## config.mk

```make
export PLATFORM = sky130hd
export DESIGN_NAME = irq_sequencer_flat
export DESIGN_NICKNAME = d
export VERILOG_FILES = /design/src/rtl/irq_pkg.sv /design/src/rtl/irq_sequencer_if.sv /design/src/rtl/irq_prio_enc.sv /design/src/rtl/irq_sequencer.sv /design/src/flat_wrapper.sv
export SDC_FILE = /design/constraint.sdc
export NUM_CORES = 1
export LEC_CHECK = 0
export ABC_AREA = 0
export ABC_CLOCK_PERIOD_IN_PS = 2500
export BUFFER_PORTS_ARGS = -buffer_cell sky130_fd_sc_hd__buf_2
export CAP_MARGIN = 20
export CORE_MARGIN = 2
export CORE_UTILIZATION = 24
export CTS_CLUSTER_DIAMETER = 200
export DETAILED_ROUTE_END_ITERATION = 7
export HOLD_SLACK_MARGIN = 0.06
export SKIP_LAST_GASP = 1
export SLEW_MARGIN = 20
export SYNTH_ARGS = -nofsm -noshare
export SYNTH_HDL_FRONTEND = slang
export SYNTH_SLANG_ARGS = --single-unit
```

## constraint.sdc

```tcl
create_clock -name i_clk -period 2.5 [get_ports i_clk]
set_clock_uncertainty 0.15 [all_clocks]
set_input_delay 0.375 -clock i_clk [delete_from_list [all_inputs] [get_ports i_clk]]
set_output_delay 0.375 -clock i_clk [all_outputs]
set_load 0.05 [all_outputs]
```

## src/rtl/irq_pkg.sv

```systemverilog
// Shared constants for the interrupt sequencer: FSM encoding, config bit
// positions, default vector layout and the vector address helper.
package irq_pkg;

    typedef logic [8:0] pc_t;

    localparam logic [2:0] StIdle    = 3'd0;
    localparam logic [2:0] StFlush   = 3'd1;
    localparam logic [2:0] StVector  = 3'd2;
    localparam logic [2:0] StService = 3'd3;
    localparam logic [2:0] StReturn  = 3'd4;

    localparam int unsigned GieBit = 15;

    localparam pc_t DefVecBase   = 9'h1C0;
    localparam pc_t DefVecStride = 9'h008;

    // Vector PC wraps modulo 512 like the fetch PC.
    function automatic pc_t vec_addr(input pc_t base, input pc_t stride, input logic [2:0] id);
        pc_t w_id_ext;
        w_id_ext = {6'd0, id};
        return base + stride * w_id_ext;
    endfunction

endpackage

```

## src/rtl/irq_sequencer_if.sv

```systemverilog
// Pipeline-facing signal bundle of the interrupt sequencer. The master side
// is the core/pipeline, the slave side is the sequencer itself.
interface irq_sequencer_if #(
    parameter int unsigned NUM_SRC = 4
);
    logic [NUM_SRC-1:0] irq_in;
    logic               cfg_we;
    logic               ack_we;
    logic [15:0]        cfg_wdata;
    logic               reti;
    logic [8:0]         pc_in;
    logic               flush_reg;
    logic               flush_ex;
    logic               flush_mem;
    logic               pc_load;
    logic [8:0]         pc_target;
    logic [8:0]         epc;
    logic               irq_active;
    logic [2:0]         irq_id;
    logic [NUM_SRC-1:0] pending;

    modport master (
        output irq_in, cfg_we, ack_we, cfg_wdata, reti, pc_in,
        input  flush_reg, flush_ex, flush_mem, pc_load, pc_target, epc,
               irq_active, irq_id, pending
    );

    modport slave (
        input  irq_in, cfg_we, ack_we, cfg_wdata, reti, pc_in,
        output flush_reg, flush_ex, flush_mem, pc_load, pc_target, epc,
               irq_active, irq_id, pending
    );

endinterface

```

## src/rtl/irq_prio_enc.sv

```systemverilog
// Fixed-priority encoder: returns the lowest-index set request and a valid flag.
module irq_prio_enc #(
    parameter int unsigned NUM_SRC = 4
) (
    input  logic [NUM_SRC-1:0] i_req,
    output logic [2:0]         o_idx,
    output logic               o_valid
);

    // Scan high to low so the lowest set index is the last assignment.
    always_comb begin
        o_idx   = 3'd0;
        o_valid = 1'b0;
        for (int i = NUM_SRC - 1; i >= 0; i--) begin
            if (i_req[i]) begin
                o_idx   = 3'(i);
                o_valid = 1'b1;
            end
        end
    end

endmodule

```

## src/rtl/irq_sequencer.sv

```systemverilog
// Interrupt sequencer for the 5-stage core: edge-latched pending requests,
// fixed-priority acceptance, pipeline drain, vector redirect and RETI return.
module irq_sequencer
    import irq_pkg::*;
#(
    parameter int unsigned NUM_SRC      = 4,
    parameter int unsigned DRAIN_CYCLES = 3,
    parameter pc_t         VEC_BASE     = DefVecBase,
    parameter pc_t         VEC_STRIDE   = DefVecStride
) (
    input logic            i_clk,
    input logic            i_reset,
    irq_sequencer_if.slave io_bus
);

    localparam logic [2:0] DrainLoad = 3'(DRAIN_CYCLES - 1);

    logic [2:0]         r_state;
    logic [2:0]         w_state_d;
    logic [2:0]         r_cnt;
    logic [NUM_SRC-1:0] r_prev;
    logic [NUM_SRC-1:0] r_pending;
    logic [NUM_SRC-1:0] r_en_mask;
    logic               r_gie;
    pc_t                r_epc;
    logic [2:0]         r_id;

    logic [NUM_SRC-1:0] w_rise;
    logic [NUM_SRC-1:0] w_clr;
    logic [NUM_SRC-1:0] w_pending_d;
    logic [2:0]         w_win_idx;
    logic               w_win_valid;
    logic               w_accept;
    logic               w_unused_wdata;

    assign w_unused_wdata = ^io_bus.cfg_wdata[14:NUM_SRC];

    // Only enabled sources latch; a held level produces a single edge.
    assign w_rise      = io_bus.irq_in & ~r_prev & r_en_mask;
    assign w_clr       = io_bus.ack_we ? io_bus.cfg_wdata[NUM_SRC-1:0] : '0;
    assign w_pending_d = (r_pending & ~w_clr) | w_rise;

    irq_prio_enc #(
        .NUM_SRC(NUM_SRC)
    ) u_prio_enc (
        .i_req  (r_pending),
        .o_idx  (w_win_idx),
        .o_valid(w_win_valid)
    );

    always_comb begin
        w_state_d = r_state;
        w_accept  = 1'b0;
        case (r_state)
            StIdle: begin
                if (r_gie && w_win_valid) begin
                    w_state_d = StFlush;
                    w_accept  = 1'b1;
                end
            end
            StFlush:   if (r_cnt == 3'd0) w_state_d = StVector;
            StVector:  w_state_d = StService;
            StService: if (io_bus.reti) w_state_d = StReturn;
            StReturn:  w_state_d = StIdle;
            default:   w_state_d = StIdle;
        endcase
    end

    always_ff @(posedge i_clk) begin
        if (i_reset) begin
            r_state   <= StIdle;
            r_cnt     <= 3'd0;
            r_prev    <= '0;
            r_pending <= '0;
            r_en_mask <= '0;
            r_gie     <= 1'b0;
            r_epc     <= '0;
            r_id      <= 3'd0;
        end else begin
            r_state   <= w_state_d;
            r_prev    <= io_bus.irq_in;
            r_pending <= w_pending_d;
            if (io_bus.cfg_we) begin
                r_gie     <= io_bus.cfg_wdata[GieBit];
                r_en_mask <= io_bus.cfg_wdata[NUM_SRC-1:0];
            end
            if (w_accept) begin
                r_epc <= io_bus.pc_in;
                r_id  <= w_win_idx;
                r_cnt <= DrainLoad;
            end else if (r_state == StFlush && r_cnt != 3'd0) begin
                r_cnt <= r_cnt - 3'd1;
            end
        end
    end

    logic w_flush;
    assign w_flush = (r_state == StFlush) || (r_state == StVector);

    always_comb begin
        io_bus.flush_reg  = w_flush;
        io_bus.flush_ex   = w_flush;
        io_bus.flush_mem  = w_flush;
        io_bus.pc_load    = (r_state == StVector) || (r_state == StReturn);
        io_bus.pc_target  = '0;
        if (r_state == StVector) io_bus.pc_target = vec_addr(VEC_BASE, VEC_STRIDE, r_id);
        if (r_state == StReturn) io_bus.pc_target = r_epc;
        io_bus.epc        = r_epc;
        io_bus.irq_active = (r_state != StIdle);
        io_bus.irq_id     = r_id;
        io_bus.pending    = r_pending;
    end

endmodule
```

## src/flat_wrapper.sv

```systemverilog
// flat-port wrapper written by rule: the top's interface ports become plain ports
module irq_sequencer_flat import irq_pkg::*;
#(
    parameter int unsigned NUM_SRC      = 4,
    parameter int unsigned DRAIN_CYCLES = 3,
    parameter pc_t         VEC_BASE     = DefVecBase,
    parameter pc_t         VEC_STRIDE   = DefVecStride
)
  (i_clk, i_reset, io_bus_irq_in, io_bus_cfg_we, io_bus_ack_we, io_bus_cfg_wdata, io_bus_reti, io_bus_pc_in, io_bus_flush_reg, io_bus_flush_ex, io_bus_flush_mem, io_bus_pc_load, io_bus_pc_target, io_bus_epc, io_bus_irq_active, io_bus_irq_id, io_bus_pending);
  irq_sequencer_if #(.NUM_SRC(NUM_SRC)) io_bus_i ();
  input logic i_clk;
  input logic i_reset;
  input wire logic [$bits(io_bus_i.irq_in)-1:0] io_bus_irq_in;
  input wire logic [$bits(io_bus_i.cfg_we)-1:0] io_bus_cfg_we;
  input wire logic [$bits(io_bus_i.ack_we)-1:0] io_bus_ack_we;
  input wire logic [$bits(io_bus_i.cfg_wdata)-1:0] io_bus_cfg_wdata;
  input wire logic [$bits(io_bus_i.reti)-1:0] io_bus_reti;
  input wire logic [$bits(io_bus_i.pc_in)-1:0] io_bus_pc_in;
  output wire logic [$bits(io_bus_i.flush_reg)-1:0] io_bus_flush_reg;
  output wire logic [$bits(io_bus_i.flush_ex)-1:0] io_bus_flush_ex;
  output wire logic [$bits(io_bus_i.flush_mem)-1:0] io_bus_flush_mem;
  output wire logic [$bits(io_bus_i.pc_load)-1:0] io_bus_pc_load;
  output wire logic [$bits(io_bus_i.pc_target)-1:0] io_bus_pc_target;
  output wire logic [$bits(io_bus_i.epc)-1:0] io_bus_epc;
  output wire logic [$bits(io_bus_i.irq_active)-1:0] io_bus_irq_active;
  output wire logic [$bits(io_bus_i.irq_id)-1:0] io_bus_irq_id;
  output wire logic [$bits(io_bus_i.pending)-1:0] io_bus_pending;
  assign io_bus_i.irq_in = io_bus_irq_in;
  assign io_bus_i.cfg_we = io_bus_cfg_we;
  assign io_bus_i.ack_we = io_bus_ack_we;
  assign io_bus_i.cfg_wdata = io_bus_cfg_wdata;
  assign io_bus_i.reti = io_bus_reti;
  assign io_bus_i.pc_in = io_bus_pc_in;
  assign io_bus_flush_reg = io_bus_i.flush_reg;
  assign io_bus_flush_ex = io_bus_i.flush_ex;
  assign io_bus_flush_mem = io_bus_i.flush_mem;
  assign io_bus_pc_load = io_bus_i.pc_load;
  assign io_bus_pc_target = io_bus_i.pc_target;
  assign io_bus_epc = io_bus_i.epc;
  assign io_bus_irq_active = io_bus_i.irq_active;
  assign io_bus_irq_id = io_bus_i.irq_id;
  assign io_bus_pending = io_bus_i.pending;
  irq_sequencer #(.NUM_SRC(NUM_SRC), .DRAIN_CYCLES(DRAIN_CYCLES), .VEC_BASE(VEC_BASE), .VEC_STRIDE(VEC_STRIDE)) u_core (.i_clk(i_clk), .i_reset(i_reset), .io_bus(io_bus_i));
endmodule
```

==> results of run 1 <==
through the flow:
stage	setup slack, ns	util (%)	instance area [sq um]	total power [W]
after floorplan	0.182	-	1380	0.000810
after global placement	0.465	30.2	1670	0.000878
after detailed placement	0.485	30.2	1670	0.000879
after CTS	0.175	31.9	1770	0.00129
after global routing	0.0764	32.0	1770	0.00135
final	0.266	32.0	1770	0.00128
power groups by stage:
stage	registers [W]	logic (W)	clock network, W
finish	0.000524	0.000347	0.000411
global route	0.000528	0.000371	0.000449
CTS	0.000524	0.000346	0.000419
detailed placement	0.000535	0.000344	0
global placement	0.000534	0.000343	0
floorplan	0.000540	0.000269	0
state kept, by name (all words and copies together), names as in the netlist:
signal,count
u_core.io_bus.irq_id,2
u_core.io_bus.pending,4
u_core.r_cnt,3
u_core.r_gie,1
u_core.io_bus.epc,9
u_core.r_prev,4
u_core.r_state,3
u_core.r_en_mask,4
kinds of logic (layout without fill, tap and decap cells):
logic type               Yosys count  count (layout)
other                              1               1
XOR/XNOR                           2               2
adder cells (fa/ha/maj)            2               2
AND/OR/NAND/NOR                   52              52
multiplexers                       7               7
AO/OA/AOI/OAI                     40              40
buffers and inverters             22              70
flip-flops                        30              30
timing repair:
| item | CTS | global route |
|---|---|---|
| endpoints found under the setup margin | 0 | 4 |
| resized for setup | 0 | 2 |
| hold buffers | 0 | 0 |
synth_stat cells (2+ instances only):
cell type	count
nor2_1	17
nor2b_1	7
xnor2_1	2
ha_1	2
buf_2	3
nand3_1	9
o2111ai_1	2
o21ai_0	11
and3_1	4
o21ba_2	2
a21oi_1	16
clkbuf_1	5
inv_1	8
dfxtp_1	30
mux2i_1	6
nor3_1	3
a22oi_1	2
buf_4	3
nand2_1	6
a32oi_1	3
metal layers:
layer | vias to the layer above | GRT usage (%) | part of all wire [%]
met1 | 594 | 13.6 | 46
li1 | 636 | - | -
met2 | 34 | 17.8 | 47
met4 | 0 | 4.07 | 1.4
met5 | - | 0 | 0
met3 | 7 | 3.73 | 5.3
layout make-up:
| type | count | area [sq um] | area share (%) |
|---|---|---|---|
| well taps | 72 | 90.1 | 5.08 |
| clock buffers | 6 | 82.6 | 4.66 |
| inverters | 8 | 30.0 | 1.69 |
| flip-flops and latches | 30 | 601 | 33.9 |
| repair buffers | 54 | 278 | 15.7 |
| clock inverters | 2 | 12.5 | 0.706 |
| multi-input cells | 104 | 679 | 38.3 |
cells in the final DEF (no fill, tap or decap), drive strengths merged:
cell type  count
o21ba          2
nor2b          7
a22o           1
nand3          9
conb           1
nand2          6
buf           54
xnor2          2
o21ai         11
mux2i          6
nor3           4
nor2          18
o41ai          1
clkinv         1
clkinvlp       1
and3b          1
ha             2
mux2           1
o2111ai        2
a2111oi        1
nor4b          2
and3           4
a32oi          3
o41a           1
nand3b         1
a22oi          2
dfxtp         30
inv            8
clkbuf         6
a21oi         16
worst paths after layout:
kind                            cells past startpoint  slack [ns]                       end
worst min-delay path                                2        0.17          u_core.r_prev[1]
worst max register to register                      6        0.69           u_core.r_cnt[2]
worst min register to register                      2        0.34  u_core.io_bus.pending[1]
worst max-delay path                                4        0.27       io_bus_pc_target[3]
==> impl_metrics.env, run 1 <==
export IMPL_setup_viol_count_final=0
export IMPL_grt_pass1_vias=1183
export IMPL_hold_violations=0
export IMPL_cts_tree="done"
export IMPL_synthesis_area_sq_um=1380
export IMPL_cts_buffers=5
export IMPL_ys_seq_elements=30
export IMPL_fmax_mhz=448
export IMPL_max_slew_margin_rel_pct=61.9
export IMPL_powerDensity_nw_per_um2=723
export IMPL_antenna_found_initial=0
export IMPL_crit_path_start_kind="flip-flop"
export IMPL_drive_above_1_share_pct=35.3
export IMPL_hp_start="io_bus_irq_in[1]"
export IMPL_synth_compound_area_share_pct=20.0
export IMPL_synth_top_cell_area_share_pct=43.5
export IMPL_synth_adder_area_share_pct=1.81
export IMPL_p_leak_nw=0.791
export IMPL_finalNonFillerCells=276
export IMPL_r2r_start="u_core.r_cnt[0]"
export IMPL_avgRoutedWirePerCell_um=12.0
export IMPL_root_buffer="clkbuf_8"
export IMPL_p_int_w=0.000815
export IMPL_critical_path_top_delay_family="flip-flops"
export IMPL_port_buffers=51
export IMPL_synth_xor_area_share_pct=1.27
export IMPL_p_sw_share_pct=36.4
export IMPL_synth_edf_count=0
export IMPL_post_route_drc_count=0
export IMPL_worst_skew_pair_late_latency_ns=0.28
export IMPL_num_rows=27
export IMPL_required_ns=1.98
export IMPL_pin_count=64
export IMPL_status="finished clean"
export IMPL_wl_um=3310
export IMPL_viasPerCell=4.61
export IMPL_synthesis_nets=192
export IMPL_power_switching_w=0.000466
export IMPL_ys_flop_type="dfxtp_1"
export IMPL_diodes=0
export IMPL_cp_max_fo=10
export IMPL_fin_nets=239
export IMPL_finalSetupTns_ns=0
export IMPL_min_path_type="input port to flip-flop"
export IMPL_worstMarginPinSlew_ns=0.572
export IMPL_nFillCells=595
export IMPL_slowest_stage="dfxtp_1"
export IMPL_place_detailed_hpwl_um=2390
export IMPL_grt_pass1_wl_um=5420
export IMPL_postCtsSetupRepairBufs=0
export IMPL_die_w_um=79.9
export IMPL_slew_violations=0
export IMPL_yosysWarnings=0
export IMPL_end_kind="output port"
export IMPL_synth_mux_area_share_pct=5.16
export IMPL_pwr_share_seq_pct=40.9
export IMPL_cp_startpoint="u_core.r_state[1]"
export IMPL_syn_area_per_cell_sq_um=8.85
export IMPL_cp_num_buf_inv=1
export IMPL_dp_cells=268
export IMPL_die_area_sq_um=6380
export IMPL_clockBufferDepth=2
export IMPL_p_comb_share_pct=27.1
export IMPL_max_cap_viol_count=0
export IMPL_arrival_ns=1.71
export IMPL_drtIter0Drc=59
export IMPL_rsz0062_at_grt="false"
export IMPL_antenna_left=0
export IMPL_synth_top_family_by_area="simple AND/OR/NAND/NOR gates"
export IMPL_syn_instance_count=156
export IMPL_htreeDepth=2
export IMPL_start_util_pct=24.9
export IMPL_period_needed_ns=2.23
export IMPL_vias=1271
export IMPL_period_share_pct=89.4
export IMPL_core_area_sq_um=5540
export IMPL_power_frac_clock_pct=32.0
export IMPL_routabilityCongestion=0.695
export IMPL_seq_area_frac_synth_pct=43.5
export IMPL_clk_pin_slew_ns=0.07
export IMPL_max_vdd_ir_drop_mv=0.439
export IMPL_clock_sinks=30
export IMPL_grt_usage_pct=11.0
export IMPL_slowest_delay_ns=0.57
export IMPL_grt_ovfl_total=0
export IMPL_synth_area_leaders="dfxtp_1 43%, a21oi_1 5.8%, nor2_1 4.6%"
export IMPL_syn2layout_area_growth_pct=28.4
export IMPL_timing_hold_ws_ns=0.169
export IMPL_synth_distinct_cells=35
export IMPL_firstDrtPassIters=4
export IMPL_synth_largest_area_cell="dfxtp_1"
export IMPL_yosys_area_share_simple_pct=20.3
export IMPL_grt_max_degree=31
export IMPL_crit_type="flip-flop to output port"
export IMPL_async_flop_share_pct=0
export IMPL_die_h_um=79.9
export IMPL_crit_chain="nor2b_2 -> a22oi_1 -> nor2_1 -> buf_2"
No activity file was read; power rests on OpenSTA's default activity.
==> run 2: changes to the inputs <==
--- a/config.mk
+++ b/config.mk
@@ -6,12 +6,13 @@
 export NUM_CORES = 1
 export LEC_CHECK = 0
 export ABC_AREA = 0
-export ABC_CLOCK_PERIOD_IN_PS = 2500
+export ABC_CLOCK_PERIOD_IN_PS = 2700
 export BUFFER_PORTS_ARGS = -buffer_cell sky130_fd_sc_hd__buf_2
 export CAP_MARGIN = 20
 export CORE_MARGIN = 2
 export CORE_UTILIZATION = 24
 export CTS_CLUSTER_DIAMETER = 200
+export CTS_CLUSTER_SIZE = 24
 export DETAILED_ROUTE_END_ITERATION = 7
 export HOLD_SLACK_MARGIN = 0.06
 export SKIP_LAST_GASP = 1
==> constraint.sdc (replaced) <==
create_clock -name i_clk -period 2.7 [get_ports i_clk]
set_clock_uncertainty 0.15 [all_clocks]
set_input_delay 0.405 -clock i_clk [delete_from_list [all_inputs] [get_ports i_clk]]
set_output_delay 0.405 -clock i_clk [all_outputs]
set_load 0.05 [all_outputs]
==> impl_metrics.env, run 2 (same netlist as run 1, synthesis figures left out) <==
export IMPL_diodes=0
export IMPL_clk_pin_slew_ns=0.07
export IMPL_grt_pass1_wl_um=5400
export IMPL_cp_max_fo=12
export IMPL_max_cap_viol_count=0
export IMPL_status="finished clean"
export IMPL_final_cell_mix="51 x buf_2, 30 x dfxtp_1, 17 x nor2_1"
export IMPL_post_place_ws_ns=0.615
export IMPL_setup_ws_ns=0.292
export IMPL_hp_start="io_bus_irq_in[2]"
export IMPL_slowest_delay_ns=0.58
export IMPL_num_rows=27
export IMPL_nFillCells=607
export IMPL_syn2layout_area_growth_pct=30.3
export IMPL_postCtsSetupRepairBufs=0
export IMPL_r2r_start="u_core.r_cnt[0]"
export IMPL_final_common_cell="buf_2"
export IMPL_firstDrtPassIters=4
export IMPL_max_slew_margin_rel_pct=53.2
export IMPL_grt_max_degree=31
export IMPL_wl_um=3310
export IMPL_p_leak_nw=0.805
export IMPL_die_w_um=79.9
export IMPL_finalSetupTns_ns=0
export IMPL_fin_nets=237
export IMPL_hold_buffers=0
export IMPL_grt_usage_pct=10.9
export IMPL_grt_ovfl_total=0
export IMPL_cts_resized=0
export IMPL_die_area_sq_um=6380
export IMPL_slew_violations=0
export IMPL_root_buffer="clkbuf_8"
export IMPL_arrival_ns=1.85
export IMPL_end_kind="output port"
export IMPL_post_route_drc_count=0
export IMPL_crit_path_start_kind="flip-flop"
export IMPL_drtIter0Drc=47
export IMPL_clock_sinks=30
export IMPL_cp_startpoint="u_core.r_state[2]"
export IMPL_rsz0062_at_grt="false"
export IMPL_grt_pass1_vias=1169
export IMPL_period_needed_ns=2.41
export IMPL_cts_buffers=5
export IMPL_clockBufferDepth=2
export IMPL_place_detailed_hpwl_um=2330
export IMPL_avgRoutedWirePerCell_um=12.1
export IMPL_period_share_pct=89.2
export IMPL_antenna_found_initial=0
export IMPL_slowest_stage="dfxtp_1"
export IMPL_viasPerCell=4.64
export IMPL_crit_chain="nor2b_1 -> a21oi_1 -> nor2_1 -> buf_2"
export IMPL_antenna_left=0
export IMPL_port_buffers=51
export IMPL_setup_viol_count_final=0
export IMPL_largest_reg_flops=9
export IMPL_die_h_um=79.9
export IMPL_htreeDepth=2
export IMPL_fmax_mhz=415
export IMPL_powerDensity_nw_per_um2=757
export IMPL_min_path_type="input port to flip-flop"
export IMPL_worst_skew_pair_late_latency_ns=0.28
export IMPL_required_ns=2.14
export IMPL_vias=1271
export IMPL_multiInputGateArea_sq_um=674
export IMPL_max_vdd_ir_drop_mv=0.367
export IMPL_core_area_sq_um=5540
export IMPL_crit_type="flip-flop to output port"
export IMPL_routabilityCongestion=0.691
export IMPL_worstMarginPinSlew_ns=0.699
export IMPL_cts_tree="done"
export IMPL_start_util_pct=24.9
export IMPL_hold_violations=0
export IMPL_pin_count=64
export IMPL_drive_above_1_share_pct=33.7
export IMPL_ff_latch_area_sq_um=601
run 2: cell count changes in the layout (fill, tap and decap cells not counted):
cell / previous run / this run
bufinv_16: 0 / 2
nor2b_2: 2 / 0
clkinvlp_4: 1 / 0
buf_4: 3 / 1
nor2b_1: 5 / 7
clkinv_2: 1 / 0
run 2: worst paths after layout:
kind	endpoint	slack, ns	cells after the start
min	u_core.r_prev[2]	0.21	2
min reg2reg	u_core.io_bus.pending[1]	0.34	2
max	io_bus_pc_target[7]	0.29	4
max reg2reg	u_core.r_cnt[2]	0.90	6
run 2: layer usage:
layer	vias up	GRT usage [%]	share of wire, %	wire length [um]
met5	-	0	0	0
met4	0	4.58	1.4	47
met3	5	3.39	6.2	206
met2	38	19.0	48	1590
met1	596	12.3	44	1460
li1	632	-	-	-
run 2: final cells by class:
type / instances / area share (%)
inverter: 8 / 1.67
sequential: 30 / 33.4
timing repair buffer: 52 / 14.6
tap: 72 / 5.00
multi-input combinational: 104 / 37.5
clock inverter: 2 / 3.34
clock buffer: 6 / 4.59
run 2: metrics by stage:
| step | util, % | instances | total power, W | cell area [sq um] | hold slack (ns) |
|---|---|---|---|---|---|
| after floorplan | - | 156 | 0.000750 | 1380 | 0.310 |
| after global placement | 29.9 | 266 | 0.000809 | 1660 | 0.323 |
| after detailed placement | 29.9 | 266 | 0.000810 | 1660 | 0.329 |
| after CTS | 32.5 | 274 | 0.00138 | 1800 | 0.200 |
| after global routing | 32.5 | 274 | 0.00143 | 1800 | 0.208 |
| final | 32.5 | 274 | 0.00136 | 1800 | 0.206 |
run 2: report_power, final:
group | internal (W) | switching [W] | leakage, nW
combinational | 0.0000842 | 0.000224 | 0.490
sequential | 0.000461 | 0.0000286 | 0.244
clock | 0.000394 | 0.000171 | 0.0714
run 2: critical path: cells and delay by family, from the launching register on:
| family | cells | cell delay, ns |
|---|---|---|
| buffers and inverters | 1 | 0.27 |
| AOI/OAI and AO/OA | 1 | 0.13 |
| DFF | 1 | 0.58 |
| and+or+nand+nor | 2 | 0.58 |
==> run 3: changes to the inputs <==
--- a/config.mk
+++ b/config.mk
@@ -6,7 +6,7 @@
 export NUM_CORES = 1
 export LEC_CHECK = 0
 export ABC_AREA = 0
-export ABC_CLOCK_PERIOD_IN_PS = 2700
+export ABC_CLOCK_PERIOD_IN_PS = 3000
 export BUFFER_PORTS_ARGS = -buffer_cell sky130_fd_sc_hd__buf_2
 export CAP_MARGIN = 20
 export CORE_MARGIN = 2
==> constraint.sdc (replaced) <==
create_clock -name i_clk -period 3 [get_ports i_clk]
set_clock_uncertainty 0.15 [all_clocks]
set_input_delay 0.45 -clock i_clk [delete_from_list [all_inputs] [get_ports i_clk]]
set_output_delay 0.45 -clock i_clk [all_outputs]
set_load 0.05 [all_outputs]
==> impl_metrics.env, run 3 (same netlist as run 1, synthesis figures left out) <==
export IMPL_final_common_cell="buf_2"
export IMPL_cts_tree="done"
export IMPL_drive_above_1_share_pct=33.7
export IMPL_hold_end="u_core.r_prev[1]"
export IMPL_max_cap_viol_count=0
export IMPL_placed_area_sq_um=1660
export IMPL_vias=1233
export IMPL_syn2layout_area_growth_pct=26.9
export IMPL_nFillCells=612
export IMPL_power_frac_clock_pct=32.2
export IMPL_crit_cells=4
export IMPL_rsz0062_at_grt="false"
export IMPL_core_area_sq_um=5540
export IMPL_cp_num_buf_inv=1
export IMPL_pin_count=64
export IMPL_power_switching_w=0.000382
export IMPL_reg2reg_setup_slack_ns=1.19
export IMPL_end_kind="output port"
export IMPL_cts_resized=0
export IMPL_period_needed_ns=2.43
export IMPL_hold_violations=0
export IMPL_clockBufferDepth=2
export IMPL_antenna_left=0
export IMPL_die_h_um=79.9
export IMPL_final_cell_mix="51 x buf_2, 30 x dfxtp_1, 17 x nor2_1"
export IMPL_max_vdd_ir_drop_mv=0.257
export IMPL_postCtsSetupRepairBufs=0
export IMPL_viasPerCell=4.50
export IMPL_antenna_found_initial=0
export IMPL_pwr_share_seq_pct=41.6
export IMPL_finalSetupTns_ns=0
export IMPL_r2r_end="u_core.r_cnt[2]"
export IMPL_start_util_pct=24.9
export IMPL_p_comb_share_pct=26.2
export IMPL_cp_max_fo=12
export IMPL_setup_ws_ns=0.573
export IMPL_arrival_ns=1.83
export IMPL_min_path_type="input port to flip-flop"
export IMPL_worstMarginPinSlew_ns=0.664
export IMPL_post_route_drc_count=0
export IMPL_fmax_mhz=412
export IMPL_grt_max_degree=31
export IMPL_crit_path_start_kind="flip-flop"
export IMPL_drtIter0Drc=71
export IMPL_ff2ff_path_depth=6
export IMPL_grt_usage_pct=11.3
export IMPL_fin_nets=237
export IMPL_die_w_um=79.9
export IMPL_post_place_ws_ns=0.887
export IMPL_powerDensity_nw_per_um2=603
export IMPL_diodes=0
export IMPL_slowest_delay_ns=0.59
export IMPL_crit_chain="nor2b_1 -> a21oi_1 -> nor2_1 -> buf_2"
export IMPL_worst_skew_pair_late_latency_ns=0.28
export IMPL_routabilityCongestion=0.688
export IMPL_crit_type="flip-flop to output port"
export IMPL_p_int_w=0.000675
export IMPL_required_ns=2.40
export IMPL_grt_pass1_wl_um=5530
export IMPL_p_total_w=0.00106
export IMPL_avgRoutedWirePerCell_um=11.8
export IMPL_slowest_stage="dfxtp_1"
export IMPL_num_rows=27
export IMPL_htreeDepth=2
export IMPL_finalInstanceArea_sq_um=1750
export IMPL_clock_sinks=30
export IMPL_p_sw_share_pct=36.2
export IMPL_grt_pass1_vias=1204
export IMPL_slew_violations=0
export IMPL_wl_um=3240
export IMPL_r2r_start="u_core.r_cnt[0]"
export IMPL_period_share_pct=80.9
export IMPL_status="finished clean"
export IMPL_firstDrtPassIters=4
export IMPL_hp_start="io_bus_irq_in[1]"
export IMPL_port_buffers=51
export IMPL_place_detailed_hpwl_um=2310
export IMPL_critical_path_top_delay_family="flip-flops"
export IMPL_hold_buffers=0
export IMPL_p_leak_nw=0.781
export IMPL_whs_path_depth=2
export IMPL_clk_pin_slew_ns=0.07
export IMPL_die_area_sq_um=6380
export IMPL_grt_ovfl_total=0
export IMPL_largest_reg_flops=9
export IMPL_setup_viol_count_final=0
export IMPL_root_buffer="clkbuf_8"
export IMPL_max_slew_margin_rel_pct=55.6
export IMPL_cts_buffers=5
==> run 3: area by class of cell <==
type                       instances  area, sq um  area share (%)
tap                               72         90.1            5.14
timing repair buffer              52          263            15.0
multi-input combinational        104          674            38.5
sequential                        30          601            34.3
clock inverter                     2         12.5           0.714
inverter                           8         30.0            1.71
clock buffer                       6         82.6            4.71
==> run 3: how the worst max path moves through the flow <==
| stage | start | end | slack (ns) |
|---|---|---|---|
| floorplan | u_core.r_state[0] | io_bus_flush_mem | 0.61 |
| global placement | u_core.r_state[1] | io_bus_pc_target[3] | 0.88 |
| detailed placement | u_core.r_state[2] | io_bus_pc_target[6] | 0.89 |
| CTS | u_core.r_state[2] | io_bus_pc_target[6] | 0.56 |
| global route | u_core.r_state[1] | io_bus_pc_target[3] | 0.42 |
| finish | u_core.r_state[2] | io_bus_pc_target[6] | 0.57 |
==> run 3: through the flow <==
stage               utilization (%)  hold slack (ns)  cells
finish                         31.6            0.246    274
CTS                            31.6            0.237    274
floorplan                         -            0.310    156
detailed placement             29.9            0.331    266
global placement               29.9            0.322    266
global route                   31.6            0.248    274
==> run 3: worst register-to-register path, cell delays in order (launching register included) <==
cell and delay, ns:
dfxtp_1 0.34, inv_1 0.05, ha_1 0.19, ha_1 0.22, nor4b_4 0.38, nor2_2 0.06, a2111oi_2 0.32
==> run 3: per-layer routing <==
metal	global-route usage [%]	vias to the layer above	part of all wire, %	wire length [um]
met1	12.7	572	45	1450
met3	3.62	4	4.8	157
met5	0	-	0	0
met2	19.5	28	49	1600
met4	4.58	0	1.2	38
li1	-	629	-	-
==> run 3: power by group through the flow <==
stage | logic (W) | clock network (W) | registers (W)
after global placement | 0.000279 | 0 | 0.000449
after detailed placement | 0.000278 | 0 | 0.000449
after floorplan | 0.000224 | 0 | 0.000450
after CTS | 0.000280 | 0.000354 | 0.000440
after global routing | 0.000299 | 0.000375 | 0.000444
final | 0.000277 | 0.000341 | 0.000440
